**src/rtl/io_pwm_led_if.sv**
```systemverilog
// CPU store/load I/O bus as seen by a memory-mapped peripheral.
// The CPU side drives stores and read strobes; the peripheral returns read data.
interface io_pwm_led_if;
    logic [11:2] st_adr_io;
    logic [3:0]  st_we_io;
    logic [31:0] st_data_io;
    logic        ld_re_io;
    logic [11:2] ld_adr_io;
    logic [31:0] ld_data_io;

    modport master (
        output st_adr_io,
        output st_we_io,
        output st_data_io,
        output ld_re_io,
        output ld_adr_io,
        input  ld_data_io
    );

    modport slave (
        input  st_adr_io,
        input  st_we_io,
        input  st_data_io,
        input  ld_re_io,
        input  ld_adr_io,
        output ld_data_io
    );
endinterface

```
**src/rtl/io_pwm_led.sv**
```systemverilog
// Multi-channel LED/GPIO driver: off/on/pwm/blink per channel, shared prescaler,
// duty shadowed at PWM wrap, registered read-back on the CPU I/O bus.
module io_pwm_led #(
    parameter int unsigned CH   = 3,
    parameter int unsigned PW   = 8,
    parameter logic [9:0]  BASE = 10'h3F0
) (
    input  logic            clk,
    input  logic            rst,
    io_pwm_led_if.slave     bus,
    output logic [CH-1:0]   led_out
);

    logic                   en_q, en_d;
    logic [15:0]            pre_q, pre_d;
    logic [CH-1:0][PW-1:0]  duty_q, duty_d;
    logic [CH-1:0][1:0]     mode_q, mode_d;
    logic [CH-1:0][PW-1:0]  act_q, act_d;
    logic [15:0]            pre_cnt_q, pre_cnt_d;
    logic [PW-1:0]          pwm_cnt_q, pwm_cnt_d;
    logic                   blink_q, blink_d;
    logic [CH-1:0]          led_q, led_d;
    logic [31:0]            rdata_q, rdata_d;

    logic [9:0]             wr_off;
    logic [9:0]             rd_off;
    logic [31:0]            ctrl_val;
    logic [31:0]            wr_ctrl;
    logic [CH-1:0][31:0]    ch_val;
    logic [CH-1:0][31:0]    wr_ch;
    logic                   tick;
    logic                   wrap;

    function automatic logic [31:0] merge(
        input logic [31:0] cur,
        input logic [3:0]  we,
        input logic [31:0] wd
    );
        logic [31:0] r;
        for (int k = 0; k < 4; k++) begin
            r[8*k +: 8] = we[k] ? wd[8*k +: 8] : cur[8*k +: 8];
        end
        return r;
    endfunction

    always_comb begin
        wr_off   = bus.st_adr_io - BASE;
        rd_off   = bus.ld_adr_io - BASE;
        ctrl_val = {pre_q, 15'd0, en_q};
        for (int i = 0; i < CH; i++) begin
            ch_val[i]          = '0;
            ch_val[i][25:24]   = mode_q[i];
            ch_val[i][PW-1:0]  = duty_q[i];
        end

        // Byte-merge against the programmed value so untouched fields survive.
        en_d    = en_q;
        pre_d   = pre_q;
        duty_d  = duty_q;
        mode_d  = mode_q;
        wr_ctrl = merge(ctrl_val, bus.st_we_io, bus.st_data_io);
        if (wr_off == 10'd0) begin
            en_d  = wr_ctrl[0];
            pre_d = wr_ctrl[31:16];
        end
        for (int i = 0; i < CH; i++) begin
            wr_ch[i] = merge(ch_val[i], bus.st_we_io, bus.st_data_io);
            if (wr_off == 10'(i + 1)) begin
                duty_d[i] = wr_ch[i][PW-1:0];
                mode_d[i] = wr_ch[i][25:24];
            end
        end

        rdata_d = rdata_q;
        if (bus.ld_re_io) begin
            rdata_d = '0;
            if (rd_off == 10'd0) begin
                rdata_d = ctrl_val;
            end
            for (int i = 0; i < CH; i++) begin
                if (rd_off == 10'(i + 1)) begin
                    rdata_d = ch_val[i];
                end
            end
        end
    end

    // A PRE lowered below pre_cnt lets the count run to all-ones and wrap.
    always_comb begin
        tick      = en_q && ((pre_cnt_q == pre_q) || (pre_cnt_q == 16'hFFFF));
        wrap      = tick && (pwm_cnt_q == '1);
        pre_cnt_d = '0;
        pwm_cnt_d = '0;
        if (en_q) begin
            pre_cnt_d = tick ? 16'd0 : pre_cnt_q + 16'd1;
            pwm_cnt_d = tick ? pwm_cnt_q + 1'b1 : pwm_cnt_q;
        end
        blink_d = en_q ? (blink_q ^ wrap) : 1'b0;
        act_d   = (!en_q || wrap) ? duty_q : act_q;

        led_d = '0;
        for (int i = 0; i < CH; i++) begin
            if (en_q) begin
                unique case (mode_q[i])
                    2'd0: led_d[i] = 1'b0;
                    2'd1: led_d[i] = 1'b1;
                    2'd2: led_d[i] = pwm_cnt_q < act_q[i];
                    2'd3: led_d[i] = blink_q & (pwm_cnt_q < act_q[i]);
                endcase
            end
        end
    end

    always_ff @(posedge clk) begin
        if (rst) begin
            en_q      <= 1'b0;
            pre_q     <= '0;
            duty_q    <= '0;
            mode_q    <= '0;
            act_q     <= '0;
            pre_cnt_q <= '0;
            pwm_cnt_q <= '0;
            blink_q   <= 1'b0;
            led_q     <= '0;
            rdata_q   <= '0;
        end else begin
            en_q      <= en_d;
            pre_q     <= pre_d;
            duty_q    <= duty_d;
            mode_q    <= mode_d;
            act_q     <= act_d;
            pre_cnt_q <= pre_cnt_d;
            pwm_cnt_q <= pwm_cnt_d;
            blink_q   <= blink_d;
            led_q     <= led_d;
            rdata_q   <= rdata_d;
        end
    end

    assign led_out        = led_q;
    assign bus.ld_data_io = rdata_q;

endmodule
```
**src/flat_wrapper.sv**
```systemverilog
// flat-port wrapper written by rule: the top's interface ports become plain ports
module io_pwm_led_flat 
#(
    parameter int unsigned CH   = 3,
    parameter int unsigned PW   = 8,
    parameter logic [9:0]  BASE = 10'h3F0
)
  (clk, rst, led_out, bus_st_adr_io, bus_st_we_io, bus_st_data_io, bus_ld_re_io, bus_ld_adr_io, bus_ld_data_io);
  io_pwm_led_if bus_i ();
  input  logic clk;
  input  logic rst;
  output logic [CH-1:0] led_out;
  input wire logic [$bits(bus_i.st_adr_io)-1:0] bus_st_adr_io;
  input wire logic [$bits(bus_i.st_we_io)-1:0] bus_st_we_io;
  input wire logic [$bits(bus_i.st_data_io)-1:0] bus_st_data_io;
  input wire logic [$bits(bus_i.ld_re_io)-1:0] bus_ld_re_io;
  input wire logic [$bits(bus_i.ld_adr_io)-1:0] bus_ld_adr_io;
  output wire logic [$bits(bus_i.ld_data_io)-1:0] bus_ld_data_io;
  assign bus_i.st_adr_io = bus_st_adr_io;
  assign bus_i.st_we_io = bus_st_we_io;
  assign bus_i.st_data_io = bus_st_data_io;
  assign bus_i.ld_re_io = bus_ld_re_io;
  assign bus_i.ld_adr_io = bus_ld_adr_io;
  assign bus_ld_data_io = bus_i.ld_data_io;
  io_pwm_led #(.CH(CH), .PW(PW), .BASE(BASE)) u_core (.clk(clk), .rst(rst), .bus(bus_i), .led_out(led_out));
endmodule
```
**config.mk**
```make
export PLATFORM = sky130hd
export DESIGN_NAME = io_pwm_led_flat
export DESIGN_NICKNAME = d
export VERILOG_FILES = /design/src/rtl/io_pwm_led_if.sv /design/src/rtl/io_pwm_led.sv /design/src/flat_wrapper.sv
export SDC_FILE = /design/constraint.sdc
export NUM_CORES = 1
export LEC_CHECK = 0
export ABC_CLOCK_PERIOD_IN_PS = 2500
export CORE_ASPECT_RATIO = 1.2
export CORE_MARGIN = 5
export CORE_UTILIZATION = 45
export DETAILED_ROUTE_END_ITERATION = 8
export GPL_ROUTABILITY_DRIVEN = 0
export HOLD_SLACK_MARGIN = 0.02
export PLACE_DENSITY = 0.69
export SLEW_MARGIN = 5
export SYNTH_ARGS = -nofsm -noshare
export SYNTH_HDL_FRONTEND = slang
export SYNTH_SLANG_ARGS = --single-unit
export TNS_END_PERCENT = 10
```
**constraint.sdc**
```tcl
create_clock -name clk -period 2.5 [get_ports clk]
set_input_delay 0.375 -clock clk [delete_from_list [all_inputs] [get_ports clk]]
set_output_delay 0.375 -clock clk [all_outputs]
set_load 0.02 [all_outputs]
```
==> key figures <==
Pwr
  • Pwr Density: around 620 nW/um^2
  • Maximum VDD drop: roughly 0.00045 V
  • Leakage power: 0.00301 uW

Yosys
  • Ys async rst share: 0
  • Largest family of logic cells by synthesized area: simple AND/OR/NAND/NOR gates
  • Compound-cell area share of the yosys netlist: 0.0934
  • Post-synth EDFFs: 0
  • Synth Area in XOR/XNOR: 0.0564
  • Dominant cell type by area after synthesis: dfxtp_1
  • Synth cell types: 46
  • Count leader, synth: dfxtp_1
  • Post-synthesis sequential area ratio: 0.428
  • Yosys top cell area share: 0.428
  • Adder-Cell Fraction of Synth Area: 0.0501
  • Multiplexer share of the synthesized area: 0.106
  • Synthesized instance count: between 600 and 700
  • Synth top cells by count: dfxtp_1 (123), nor2_1 (100), a21oi_1 (59)
  • Ranking of synthesized cells by area: dfxtp_1 (43%), mux2i_1 (8.0%), nor2_1 (6.5%), a21oi_1 (5.1%), ha_1 (5.0%)
  • Post-synth top flop: dfxtp_1
  • Ys Warns: 0
  • Post-Synth Simple-Gate Area: 0.215
  • Yosys reg bits: around 120
  • Mapped Area: about 5700 sq um
  • Mapped Avg Cell Area: 8.97 sq um

GRT
  • Largest net degree at the start of global routing: between 80 and 90
  • First-pass GRT wire length: between 20000 and 25000 um
  • Grt total ovfl: 0
  • Vias in the first global route: approximately 4700
  • Initial antenna violation count: 0
  • Total track usage: 0.193

Clocking
  • CTS Sinks: 123
  • CTS root buffer: clkbuf_16
  • CTS Buffer Depth: 2
  • Num CTS Buffers: 17
  • Clock transition at path regs: around 0.05 ns
  • Clock latency on the worst-skew pair: 0.41 ns
  • TritonCTS clock tree: done
  • CTS H-tree lvls: 4

Hold path
  • Hold-critical path depth: 2
  • Hold crit path type: input port to register

Layout
  • Area delta synth->final: 28.8%
  • Nets: 813
  • Layout cells sized above 1: 0.105
  • Ant. Diodes: 0
  • FILL cells: ~1100

Worst setup path
  • CP Launch Point: u_core.pre_cnt_q[0]$_SDFF_PP0_
  • Crit path max fanout: 15
  • Worst setup EP type: register
  • R2R cell count: 7
  • R2R Setup Slk: ~0.17 ns
  • RR Endpoint: u_core.pre_cnt_q[9]$_SDFF_PP0_
  • Req. time, crit path: 2.77 ns
  • CP Capture Point: u_core.pre_cnt_q[9]$_SDFF_PP0_
  • Worst Setup Start Kind: register
  • Kind of critical path: register to register
  • CP arrival: 2.60 ns
  • Reg2reg start: u_core.pre_cnt_q[0]$_SDFF_PP0_

Floorplanning
  • Die W: 113 um
  • Placeable Area: ~13000 sq um
  • Row cnt: 45
  • Die area: about 15000 sq um
  • Initial core utilization: 0.456
  • I/O pin total: 94
  • Die height: between 100 and 150 um

Route
  • Post-DR wirelength/cell: approximately 16 um
  • Vias/cell: between 5 and 6
  • Final ANT Viol Nets: 0
  • Drt total wl: 14900 um
  • # DRC: 0
  • Detailed Route Iter0 Violations: 300
  • DRT Pass-1 Iters: 8
  • Via Count: roughly 4800

STA
  • Slew Viols, Final: 0
  • Final worst slack: approximately 0.17 ns
  • Final hold vios: 0
  • Worst-margin pin slew: 0.855 ns
  • TNS Setup: 0 ns
  • Unrepaired setup endpoints after global routing: no
  • Final worst path period need: 2.33 ns
  • Final period util: 0.933
  • Layout Skew: between 0.006 and 0.007 ns
  • Max frequency: roughly 430 MHz
  • Headroom to the max-slew limit: 0.430
  • Final setup fails: 0

Outcome
  • Outcome: completed

Placed design
  • # port buffers: 76
  • Detailed-placement wirelength estimate: around 11000 um
  • Place WS: around 0.08 ns

Job
  • Max-cap violations: 0
where the power goes:
group	internal (uW)	switching (uW)
sequential	1960	0.338
combinational	82.9	85.6
clock	1660	829
placed cells by master, fill, tap and decap left out, types with 23 or more instances in the layout:
cell and count:
mux2i_1 46, nand2_1 45, xor2_1 27, dfxtp_1 123, ha_1 23, clkdlybuf4s50_1 75
nor2b_1 26, nand3_1 36, nor2_1 100, a21oi_1 59, inv_1 28
registers in the layout (all words and copies together) (netlist names):
| signal | flops |
|---|---|
| u_core.act_q | 24 |
| u_core.blink_q | 1 |
| u_core.bus.ld_data_io | 24 |
| u_core.ch_val | 30 |
| u_core.en_q | 1 |
| u_core.led_out | 3 |
| u_core.pre_cnt_q | 16 |
| u_core.pre_q | 16 |
| u_core.pwm_cnt_q | 8 |
per-layer routing:
metal	up-vias	global-route usage	share of wire
met4	0	0.0661	0.014
li1	2349	-	-
met5	-	0	0
met2	126	0.349	0.53
met1	2348	0.219	0.41
met3	20	0.0487	0.042
layout make-up:
type / count / area [sq um] / area share
clock inverters: 6 / 111 / 0.0150
flip-flops and latches: 123 / 2460 / 0.333
clock buffers: 24 / 492 / 0.0664
inverters: 28 / 105 / 0.0142
multi-input cells: 461 / 3050 / 0.412
well taps: 164 / 205 / 0.0277
repair buffers: 100 / 973 / 0.132
worst min path at each step:
stage,slack (ns),to,from
6_report,0.31,u_core.bus.ld_data_io[23]$_SDFFE_PP0P_,rst
5_1_grt,0.32,u_core.bus.ld_data_io[27]$_SDFFE_PP0P_,rst
4_1_cts,0.29,u_core.bus.ld_data_io[27]$_SDFFE_PP0P_,rst
3_5_place_dp,0.47,u_core.ch_val[35]$_SDFFE_PP0P_,u_core.ch_val[35]$_SDFFE_PP0P_
3_3_place_gp,0.46,u_core.ch_val[35]$_SDFFE_PP0P_,u_core.ch_val[35]$_SDFFE_PP0P_
2_1_floorplan,0.45,u_core.ch_val[32]$_SDFFE_PP0P_,u_core.ch_val[32]$_SDFFE_PP0P_
repair_timing:
item                       in CTS  in global routing
setup endpoints to repair       0                 22
resized for setup               0                  2
hold buffers                    0                  0
setup buffers                   0                  2
cell families after synthesis:
kind of cell,count (synthesis)
compound gates,88
xor+xnor,37
fa+ha+maj,23
buf+inv,65
flops,123
mux,56
other cells,1
simple gates,248
through the flow:
stage	cells	total power (uW)	hold WS [ns]	util	instance area [sq um]
after floorplan	648	2070	0.446	-	5770
after global placement	873	2170	0.460	0.534	6730
after detailed placement	873	2170	0.467	0.534	6730
after CTS	903	4660	0.293	0.582	7340
after global routing	906	4770	0.319	0.587	7400
final	906	4620	0.308	0.587	7400
worst max-delay path: stages (launching register included):
cell	delay (ns)
dfxtp_1	0.44
ha_1	0.25
and4_1	0.27
and4_1	0.34
nand2_2	0.16
and2_4	0.22
nand2_1	0.41
nor2_1	0.11
Note: power is estimated with default switching activity, not from simulation.
